**config.mk**
```make
export PLATFORM = sky130hd
export DESIGN_NAME = ir_encode_issue_flat
export DESIGN_NICKNAME = d
export VERILOG_FILES = /design/src/rtl/ir_encode_issue_if.sv /design/src/rtl/ir_encode_issue.sv /design/src/flat_wrapper.sv
export SDC_FILE = /design/constraint.sdc
export NUM_CORES = 1
export LEC_CHECK = 0
export CAP_MARGIN = 20
export CORE_ASPECT_RATIO = 1.1
export CORE_MARGIN = 5
export CORE_UTILIZATION = 35
export DETAILED_ROUTE_END_ITERATION = 16
export GPL_TIMING_DRIVEN = 0
export SYNTH_ARGS = -nofsm -noshare
export SYNTH_HDL_FRONTEND = slang
export SYNTH_SLANG_ARGS = --single-unit
```
**constraint.sdc**
```tcl
create_clock -name clk -period 2.95 [get_ports clk]
set_clock_uncertainty 0.2 [all_clocks]
set_input_delay 0.885 -clock clk [delete_from_list [all_inputs] [get_ports clk]]
set_output_delay 0.885 -clock clk [all_outputs]
set_load 0.01 [all_outputs]
```
**src/rtl/ir_encode_issue_if.sv**
```systemverilog
// ir_encode_issue_if -- request and issue handshakes of the IR encoder front end.
//   in_*      : field-level instruction request (valid/ready, producer -> encoder)
//   ir_*      : packed 32-bit IR word (valid/ready, encoder -> executor)
//   slave     : encoder view (consumes requests, drives IR words)
//   master    : environment view (drives requests, consumes IR words)
interface ir_encode_issue_if;
  logic        in_valid;
  logic        in_ready;
  logic [4:0]  in_op;
  logic [4:0]  in_rdst;
  logic [4:0]  in_rsrc1;
  logic        in_imm_mode;
  logic [4:0]  in_rsrc2;
  logic [15:0] in_imm;
  logic [31:0] ir_out;
  logic        ir_valid;
  logic        ir_ready;

  modport slave (
    input  in_valid, in_op, in_rdst, in_rsrc1, in_imm_mode, in_rsrc2, in_imm, ir_ready,
    output in_ready, ir_out, ir_valid
  );

  modport master (
    output in_valid, in_op, in_rdst, in_rsrc1, in_imm_mode, in_rsrc2, in_imm, ir_ready,
    input  in_ready, ir_out, ir_valid
  );
endinterface

```
**src/rtl/ir_encode_issue.sv**
```systemverilog
// ir_encode_issue -- packs instruction requests into 32-bit IR words, canonicalises
// unused fields, drops illegal opcodes and issues words through a DEPTH-entry FIFO.
//   clk, rst     : rising-edge clock, synchronous active-high reset
//   flush        : clears the FIFO; counters keep their values
//   bus          : request handshake in, IR word handshake out (ir_encode_issue_if)
//   illegal_op   : one-cycle pulse the cycle after an illegal request is accepted
//   illegal_cnt  : saturating count of rejected requests
//   issue_cnt    : wrapping count of words consumed by the executor
//   fifo_level   : current FIFO occupancy
module ir_encode_issue #(
  parameter int DEPTH  = 4,
  parameter int MAX_OP = 11,
  parameter int CNT_W  = 16
) (
  input  logic                    clk,
  input  logic                    rst,
  input  logic                    flush,
  ir_encode_issue_if.slave        bus,
  output logic                    illegal_op,
  output logic [7:0]              illegal_cnt,
  output logic [CNT_W-1:0]        issue_cnt,
  output logic [$clog2(DEPTH):0]  fifo_level
);
  localparam int         AW       = $clog2(DEPTH);
  localparam logic [4:0] MAX_OP_L = 5'(MAX_OP);
  localparam logic [AW:0] FULL_LVL = (AW+1)'(DEPTH);

  typedef struct packed {
    logic [4:0]  op;
    logic [4:0]  rdst;
    logic [4:0]  rsrc1;
    logic        imm_mode;
    logic [4:0]  rsrc2;
    logic [15:0] imm;
  } req_t;

  // IR layout: op[31:27] rdst[26:22] rsrc1[21:17] imm_mode[16] then imm or {rsrc2,11'b0}.
  // movsgpr keeps only op/rdst; mov has no rsrc1 operand.
  function automatic logic [31:0] encode(input req_t r);
    logic [31:0] w;
    w = {r.op, r.rdst, r.rsrc1, r.imm_mode, (r.imm_mode ? r.imm : {r.rsrc2, 11'd0})};
    if (r.op == 5'd0)      w = {r.op, r.rdst, 22'd0};
    else if (r.op == 5'd1) w[21:17] = 5'd0;
    return w;
  endfunction

  req_t                   req;
  logic [DEPTH-1:0][31:0] mem;
  logic [AW-1:0]          wr_ptr, rd_ptr;
  logic                   full, empty, accept, legal, push, pop, rej;

  assign req = '{op: bus.in_op, rdst: bus.in_rdst, rsrc1: bus.in_rsrc1,
                 imm_mode: bus.in_imm_mode, rsrc2: bus.in_rsrc2, imm: bus.in_imm};

  assign full  = (fifo_level == FULL_LVL);
  assign empty = (fifo_level == '0);

  // in_ready comes from occupancy only: a full FIFO refuses even while popping.
  assign bus.in_ready = !full;
  assign bus.ir_valid = !empty;
  assign bus.ir_out   = empty ? 32'h0 : mem[rd_ptr];

  assign accept = bus.in_valid & !full;
  assign legal  = (req.op <= MAX_OP_L);
  // flush drops a same-cycle push and freezes both counters.
  assign push   = accept & legal & !flush;
  assign rej    = accept & !legal & !flush;
  assign pop    = !empty & bus.ir_ready & !flush;

  always_ff @(posedge clk) begin
    if (push) mem[wr_ptr] <= encode(req);
  end

  always_ff @(posedge clk) begin
    if (rst) begin
      wr_ptr      <= '0;
      rd_ptr      <= '0;
      fifo_level  <= '0;
      illegal_op  <= 1'b0;
      illegal_cnt <= '0;
      issue_cnt   <= '0;
    end else begin
      illegal_op <= rej;
      if (rej && illegal_cnt != 8'hFF) illegal_cnt <= illegal_cnt + 8'd1;
      if (pop) issue_cnt <= issue_cnt + CNT_W'(1);
      if (flush) begin
        wr_ptr     <= '0;
        rd_ptr     <= '0;
        fifo_level <= '0;
      end else begin
        if (push) wr_ptr <= wr_ptr + AW'(1);
        if (pop)  rd_ptr <= rd_ptr + AW'(1);
        case ({push, pop})
          2'b10:   fifo_level <= fifo_level + (AW+1)'(1);
          2'b01:   fifo_level <= fifo_level - (AW+1)'(1);
          default: fifo_level <= fifo_level;
        endcase
      end
    end
  end
endmodule

```
**src/flat_wrapper.sv**
```systemverilog
// flat-port wrapper written by rule: the top's interface ports become plain ports
module ir_encode_issue_flat 
#(
  parameter int DEPTH  = 4,
  parameter int MAX_OP = 11,
  parameter int CNT_W  = 16
)
  (clk, rst, flush, illegal_op, illegal_cnt, issue_cnt, fifo_level, bus_in_valid, bus_in_op, bus_in_rdst, bus_in_rsrc1, bus_in_imm_mode, bus_in_rsrc2, bus_in_imm, bus_ir_ready, bus_in_ready, bus_ir_out, bus_ir_valid);
  ir_encode_issue_if bus_i ();
  input  logic clk;
  input  logic rst;
  input  logic flush;
  output logic illegal_op;
  output logic [7:0] illegal_cnt;
  output logic [CNT_W-1:0] issue_cnt;
  output logic [$clog2(DEPTH):0] fifo_level;
  input wire logic [$bits(bus_i.in_valid)-1:0] bus_in_valid;
  input wire logic [$bits(bus_i.in_op)-1:0] bus_in_op;
  input wire logic [$bits(bus_i.in_rdst)-1:0] bus_in_rdst;
  input wire logic [$bits(bus_i.in_rsrc1)-1:0] bus_in_rsrc1;
  input wire logic [$bits(bus_i.in_imm_mode)-1:0] bus_in_imm_mode;
  input wire logic [$bits(bus_i.in_rsrc2)-1:0] bus_in_rsrc2;
  input wire logic [$bits(bus_i.in_imm)-1:0] bus_in_imm;
  input wire logic [$bits(bus_i.ir_ready)-1:0] bus_ir_ready;
  output wire logic [$bits(bus_i.in_ready)-1:0] bus_in_ready;
  output wire logic [$bits(bus_i.ir_out)-1:0] bus_ir_out;
  output wire logic [$bits(bus_i.ir_valid)-1:0] bus_ir_valid;
  assign bus_i.in_valid = bus_in_valid;
  assign bus_i.in_op = bus_in_op;
  assign bus_i.in_rdst = bus_in_rdst;
  assign bus_i.in_rsrc1 = bus_in_rsrc1;
  assign bus_i.in_imm_mode = bus_in_imm_mode;
  assign bus_i.in_rsrc2 = bus_in_rsrc2;
  assign bus_i.in_imm = bus_in_imm;
  assign bus_i.ir_ready = bus_ir_ready;
  assign bus_in_ready = bus_i.in_ready;
  assign bus_ir_out = bus_i.ir_out;
  assign bus_ir_valid = bus_i.ir_valid;
  ir_encode_issue #(.DEPTH(DEPTH), .MAX_OP(MAX_OP), .CNT_W(CNT_W)) u_core (.clk(clk), .rst(rst), .flush(flush), .bus(bus_i), .illegal_op(illegal_op), .illegal_cnt(illegal_cnt), .issue_cnt(issue_cnt), .fifo_level(fifo_level));
endmodule
```
==> flow_metrics.env, run 1 <==
export IMPL_seq_area_sq_um=4490
export IMPL_total_power_mw=4.82
export IMPL_cts_tree="done"
export IMPL_yosysMostFrequentCell="edfxtp_1"
export IMPL_min_from="u_core.issue_cnt[15]"
export IMPL_arrival_ns=1.91
export IMPL_hold_violations=0
export IMPL_syn_cell_area_sq_um=6600
export IMPL_ys_flop_type="edfxtp_1"
export IMPL_place_inst=767
export IMPL_clock_fmax_mhz=334
export IMPL_clk_latency_ns=0.41
export IMPL_end_kind="output pin"
export IMPL_port_buffers=101
export IMPL_first_pass_iters=4
export IMPL_cts_max_level=4
export IMPL_syn_nets=468
export IMPL_postRouteAntennaNets=0
export IMPL_drc_errors=0
export IMPL_die_area_sq_um=21700
export IMPL_area_growth_synth_to_final_pct=35.3
export IMPL_die_h_microns=154
export IMPL_crit_slowest_cell="mux4_2"
export IMPL_cts_path_max_buffers=2
export IMPL_slew_viol_final=0
export IMPL_io_pins=104
export IMPL_placed_cell_area_sq_um=8000
export IMPL_violations="setup timing"
export IMPL_irDropWorstVdd_mv=0.388
export IMPL_clk_pin_slew_ns=0.06
export IMPL_min_period_ns=3.00
export IMPL_place_ws_ns=-0.674
export IMPL_clock_sinks=160
export IMPL_synth_edff_count=128
export IMPL_startpoint="u_core.rd_ptr[0]"
export IMPL_gp_congestion=0.774
export IMPL_root_buffer="clkbuf_16"
export IMPL_cap_violations=0
export IMPL_vias=4009
export IMPL_ys_seq_area_frac=0.680
export IMPL_grt_pass1_vias=4192
export IMPL_critical_path_most_common_cell="buf_12"
export IMPL_coreArea_sq_um=18500
export IMPL_netlist_top_cells_count="edfxtp_1 (128), and2_1 (47), dfxtp_1 (32), mux4_2 (32), nor2_1 (22)"
export IMPL_ys_ff_latch=160
export IMPL_fillers=1630
export IMPL_worstPathCellList="buf_12 > buf_12 > buf_12 > mux4_2 > and2_4 > buf_6"
export IMPL_post_route_period_util=1.02
export IMPL_hp_class="reg -> reg"
export IMPL_antenna_cells=0
export IMPL_routed_wl_microns=14500
export IMPL_r2r_start="u_core.fifo_level[0]"
export IMPL_dp_hpwl_microns=9430
export IMPL_synth_async_reset_ratio=0
export IMPL_vias_per_cell=4.94
export IMPL_rsz0062_at_grt="true"
export IMPL_critPathKind="reg -> out"
export IMPL_synth_top_area_cell="edfxtp_1"
export IMPL_fin_area_sq_um=8930
export IMPL_syn_inst=418
export IMPL_nNetsFinal=606
export IMPL_crit_path_max_incr_delay_ns=0.48
export IMPL_setup_violations=15
export IMPL_worstPathBufferInverterCount=4
export IMPL_relSlewSlack=0.557
export IMPL_final_cells=812
export IMPL_syn_avg_cell_area_sq_um=15.8
export IMPL_multiInputGateArea_sq_um=2080
export IMPL_start_util=0.357
export IMPL_worst_pin_slew_ns=0.656
export IMPL_p_per_area_nw_per_um2=540
export IMPL_required_ns=1.87
export IMPL_critPathTopFamily="buffers and inverters"
export IMPL_antenna_found_initial=2
export IMPL_rows=52
export IMPL_outcome="finished with violations"
export IMPL_synthDistinctLibCells=41
export IMPL_yosysTopAreaCellShare=0.583
export IMPL_yosysWarnings=0
export IMPL_grt_overflow=0
export IMPL_cts_buffers_inserted=17
export IMPL_detailedRoute_firstIterationViolations=159
export IMPL_drive_gt1_frac=0.306
export IMPL_critPathMaxFanout=8
export IMPL_die_x_microns=141
export IMPL_finalWorstSetupSlack_ns=-0.0472
export IMPL_grt_usage=0.137
export IMPL_fin_tns_setup_ns=-0.366
export IMPL_cp_start_kind="flip-flop"
export IMPL_wl_per_cell_microns=17.8
export IMPL_p_leak_nw=3.03
export IMPL_grt_pass1_wl_microns=22900
export IMPL_synth_area_leaders="edfxtp_1 (58%), mux4_2 (11%), dfxtp_1 (9.7%)"
export IMPL_grt_max_degree=31
==> what timing repair did <==
item,4_1_cts,5_1_grt
endpoints found under the setup margin,90,34
setup buffers,13,3
pin swaps,15,6
hold buffers,0,0
cloned,2,0
resized for setup,205,26
==> registers in the layout, indices dropped and copies added (netlist names) <==
| register | cells |
|---|---|
| u_core.rd_ptr | 2 |
| u_core.mem | 128 |
| u_core.illegal_cnt | 8 |
| u_core.issue_cnt | 16 |
| u_core.wr_ptr | 2 |
| u_core.fifo_level | 3 |
| u_core.illegal_op | 1 |
==> report_power, final <==
part           total, mW  switching (mW)  internal, mW  leakage, nW
clock network       2.18           0.912          1.26        0.287
logic              0.186          0.0876        0.0986         1.31
registers           2.46         0.00503          2.45         1.43
==> cell families after synthesis <==
group,share of synthesized area
xor gates and xnor gates,0.0159
and+or+nand+nor,0.118
buffers and inverters,0.0193
AOI/OAI and AO/OA,0.0338
muxes,0.117
adders and majority gates,0.0163
DFF,0.680
==> cells in the final DEF, fill, tap and decap left out, drive strengths merged, types with 4 or more instances in the layout <==
cell           count
dfxtp             32
clkdlybuf4s50     63
buf               58
a21oi             19
ha                 7
inv               15
mux2i              5
xnor2              5
nand4              4
mux4              32
edfxtp           128
nand3             10
xor2               7
or3                8
clkinv             5
nor2b              7
clkbuf            29
and2              47
or4                6
dlygate4sd2        6
nand2             10
nor2              22
o21ai             10
o31ai              5
==> layout make-up <==
| type | count | share of cell area |
|---|---|---|
| clock inverter | 14 | 0.0175 |
| sequential | 160 | 0.503 |
| multi-input combinational | 228 | 0.233 |
| inverter | 9 | 0.00406 |
| clock buffer | 18 | 0.0481 |
| tap | 243 | 0.0341 |
| timing repair buffer | 122 | 0.142 |
| buffer | 18 | 0.0189 |
==> routing by layer <==
metal  wire, microns  vias to the layer above  part of all wire  global-route usage
met3             726                       16             0.050              0.0382
met5              25                        -            0.0017                   0
met2            7150                       97              0.49               0.230
met1            6420                     2020              0.44               0.171
li1                -                     1872                 -                   -
met4             173                        4             0.012              0.0471
==> tightest hold or removal path: cells and delay by family (launching register included) <==
kind           cells  cell delay, ns
AO/OA/AOI/OAI      2            0.13
flip-flops         1            0.33
==> final timing paths <==
path                     endpoint  slack [ns]  depth (start not counted)
max                bus_ir_out[17]       -0.05                          6
min          u_core.issue_cnt[15]        0.31                          2
max reg2reg  u_core.fifo_level[2]        0.27                          9
min reg2reg  u_core.issue_cnt[15]        0.31                          2
==> through the flow <==
stage          utilization  hold WS, ns
2_1_floorplan            -        0.269
3_3_place_gp         0.428        0.276
3_5_place_dp         0.433        0.288
4_1_cts              0.481        0.300
5_1_grt              0.483        0.319
6_report             0.483        0.305
No activity file was read; power rests on OpenSTA's default activity.
==> inputs of run 2 (changes only) <==
--- a/config.mk
+++ b/config.mk
@@ -7,7 +7,6 @@
 export LEC_CHECK = 0
 export CAP_MARGIN = 20
 export CORE_ASPECT_RATIO = 1.1
-export CORE_MARGIN = 5
 export CORE_UTILIZATION = 35
 export DETAILED_ROUTE_END_ITERATION = 16
 export GPL_TIMING_DRIVEN = 0
==> run 2 against run 1 <==
The run still ends with setup timing left. First-iteration DRC count increased by 1.3%. Via count unchanged. Hold slack got worse by 0.0049 ns. Maximum frequency increased by 0.12%. Setup slack improved by 0.0036 ns. Largest power group unchanged. Largest cell class unchanged. Clock power increased by 4%. Sequential power about the same. Count of clock-buffer cells in the layout unchanged. Critical path depth unchanged. Register-to-register slack about the same.
==> flow_metrics.env, run 2 (same netlist as run 1, synthesis figures left out) <==
export IMPL_outcome="finished with violations"
export IMPL_violations="setup timing"
export IMPL_die_h_microns=146
export IMPL_top_regs="u_core.mem (128), u_core.issue_cnt (16), u_core.illegal_cnt (8)"
export IMPL_place_ws_ns=-0.670
export IMPL_vias=4009
export IMPL_clk_pin_slew_ns=0.07
export IMPL_largest_register="u_core.mem"
export IMPL_fin_area_sq_um=9000
export IMPL_routed_wl_microns=14200
export IMPL_finalWorstSetupSlack_ns=-0.0436
export IMPL_critPathMaxFanout=5
export IMPL_relSlewSlack=0.555
export IMPL_worstPathCellList="buf_6 > buf_12 > buf_16 > mux4_2 > and2_4 > buf_6"
export IMPL_p_leak_nw=3.03
export IMPL_dp_hpwl_microns=9220
export IMPL_detailedRoute_firstIterationViolations=161
export IMPL_gp_congestion=0.779
export IMPL_worst_pin_slew_ns=0.658
export IMPL_post_route_period_util=1.01
export IMPL_nNetsFinal=603
export IMPL_drive_gt1_frac=0.306
export IMPL_antenna_cells=0
export IMPL_setup_violations=16
export IMPL_cts_path_max_buffers=2
export IMPL_cts_buffers_inserted=17
export IMPL_crit_slowest_cell="mux4_2"
export IMPL_irDropWorstVdd_mv=0.384
export IMPL_placed_cell_area_sq_um=8000
export IMPL_crit_path_max_incr_delay_ns=0.49
export IMPL_layout_commonest_cell="edfxtp_1"
export IMPL_critical_path_most_common_cell="buf_6"
export IMPL_coreArea_sq_um=18400
export IMPL_largest_reg_flops=128
export IMPL_critPathKind="reg -> out"
export IMPL_start_util=0.358
export IMPL_vias_per_cell=4.96
export IMPL_cts_tree="done"
export IMPL_arrival_ns=1.91
export IMPL_required_ns=1.87
export IMPL_die_x_microns=133
export IMPL_grt_pass1_wl_microns=22900
export IMPL_rsz0062_at_grt="true"
export IMPL_clock_sinks=160
export IMPL_die_area_sq_um=19400
export IMPL_hp_class="reg -> reg"
export IMPL_slew_viol_final=0
export IMPL_hold_violations=0
export IMPL_port_buffers=101
export IMPL_cap_violations=0
export IMPL_grt_overflow=0
export IMPL_io_pins=104
export IMPL_area_growth_synth_to_final_pct=36.4
export IMPL_drc_errors=0
export IMPL_cp_start_kind="flip-flop"
export IMPL_grt_pass1_vias=4241
export IMPL_cts_max_level=4
export IMPL_place_inst=767
export IMPL_clk_latency_ns=0.42
export IMPL_rows=52
export IMPL_multiInputGateArea_sq_um=2100
export IMPL_grt_usage=0.157
export IMPL_wl_per_cell_microns=17.5
export IMPL_final_cells=809
export IMPL_fillers=1563
export IMPL_final_cell_mix="edfxtp_1 (128), clkdlybuf4s50_1 (63), mux4_2 (32)"
export IMPL_end_kind="output pin"
export IMPL_p_per_area_nw_per_um2=546
export IMPL_first_pass_iters=4
export IMPL_clock_fmax_mhz=334
export IMPL_min_period_ns=2.99
export IMPL_seq_area_sq_um=4490
export IMPL_root_buffer="clkbuf_16"
export IMPL_grt_max_degree=26
export IMPL_postRouteAntennaNets=0
export IMPL_antenna_found_initial=1
[run 2: critical path, delay by kind of cell, from the launching register on]
family,cells,cell delay (ns)
flip-flops,1,0.32
multiplexers,1,0.49
buffers and inverters,4,0.48
AND/OR/NAND/NOR,1,0.18
[run 2: area by class of cell]
cell class,instances,share of cell area
sequential,160,0.499
multi-input combinational,228,0.233
timing repair buffer,119,0.144
clock buffer,18,0.0477
tap,243,0.0338
clock inverter,14,0.0197
buffer,18,0.0185
inverter,9,0.00403
[run 2: worst paths after layout]
check                       startpoint              endpoint  slack (ns)  cells past startpoint
hold reg to reg   u_core.issue_cnt[15]  u_core.issue_cnt[15]        0.30                      2
setup / recovery      u_core.rd_ptr[0]        bus_ir_out[16]       -0.04                      6
hold / removal    u_core.issue_cnt[15]  u_core.issue_cnt[15]        0.30                      2
setup reg to reg  u_core.fifo_level[0]  u_core.fifo_level[2]        0.27                      9
[run 2: repair_timing]
item	CTS	global route
hold endpoints to repair	0	0
gates cloned	1	0
resized for setup	223	15
hold buffers	0	0
buffers inserted	11	1
pin swaps	19	2
setup endpoints to repair	163	69
[run 2: per-stage QoR]
| step | total power [mW] | hold slack [ns] | TNS, ns | utilization |
|---|---|---|---|---|
| 6_report | 4.92 | 0.300 | -0.381 | 0.489 |
| 5_1_grt | 5.07 | 0.326 | -2.36 | 0.489 |
| 3_3_place_gp | 2.68 | 0.276 | -256.29 | 0.430 |
| 3_5_place_dp | 2.69 | 0.292 | -105.29 | 0.435 |
| 2_1_floorplan | 2.58 | 0.269 | 0 | - |
| 4_1_cts | 4.95 | 0.303 | -1.16 | 0.485 |
[run 2: per-layer routing]
metal	GRT usage	wire length (microns)	vias up
met5	0	11	-
met4	0.0437	114	2
met2	0.264	7060	124
li1	-	-	1864
met1	0.196	6220	2008
met3	0.0446	781	11
[run 2: where the power goes]
part | internal, mW | switching, mW
combinational | 0.100 | 0.0897
sequential | 2.45 | 0.00498
clock | 1.35 | 0.922
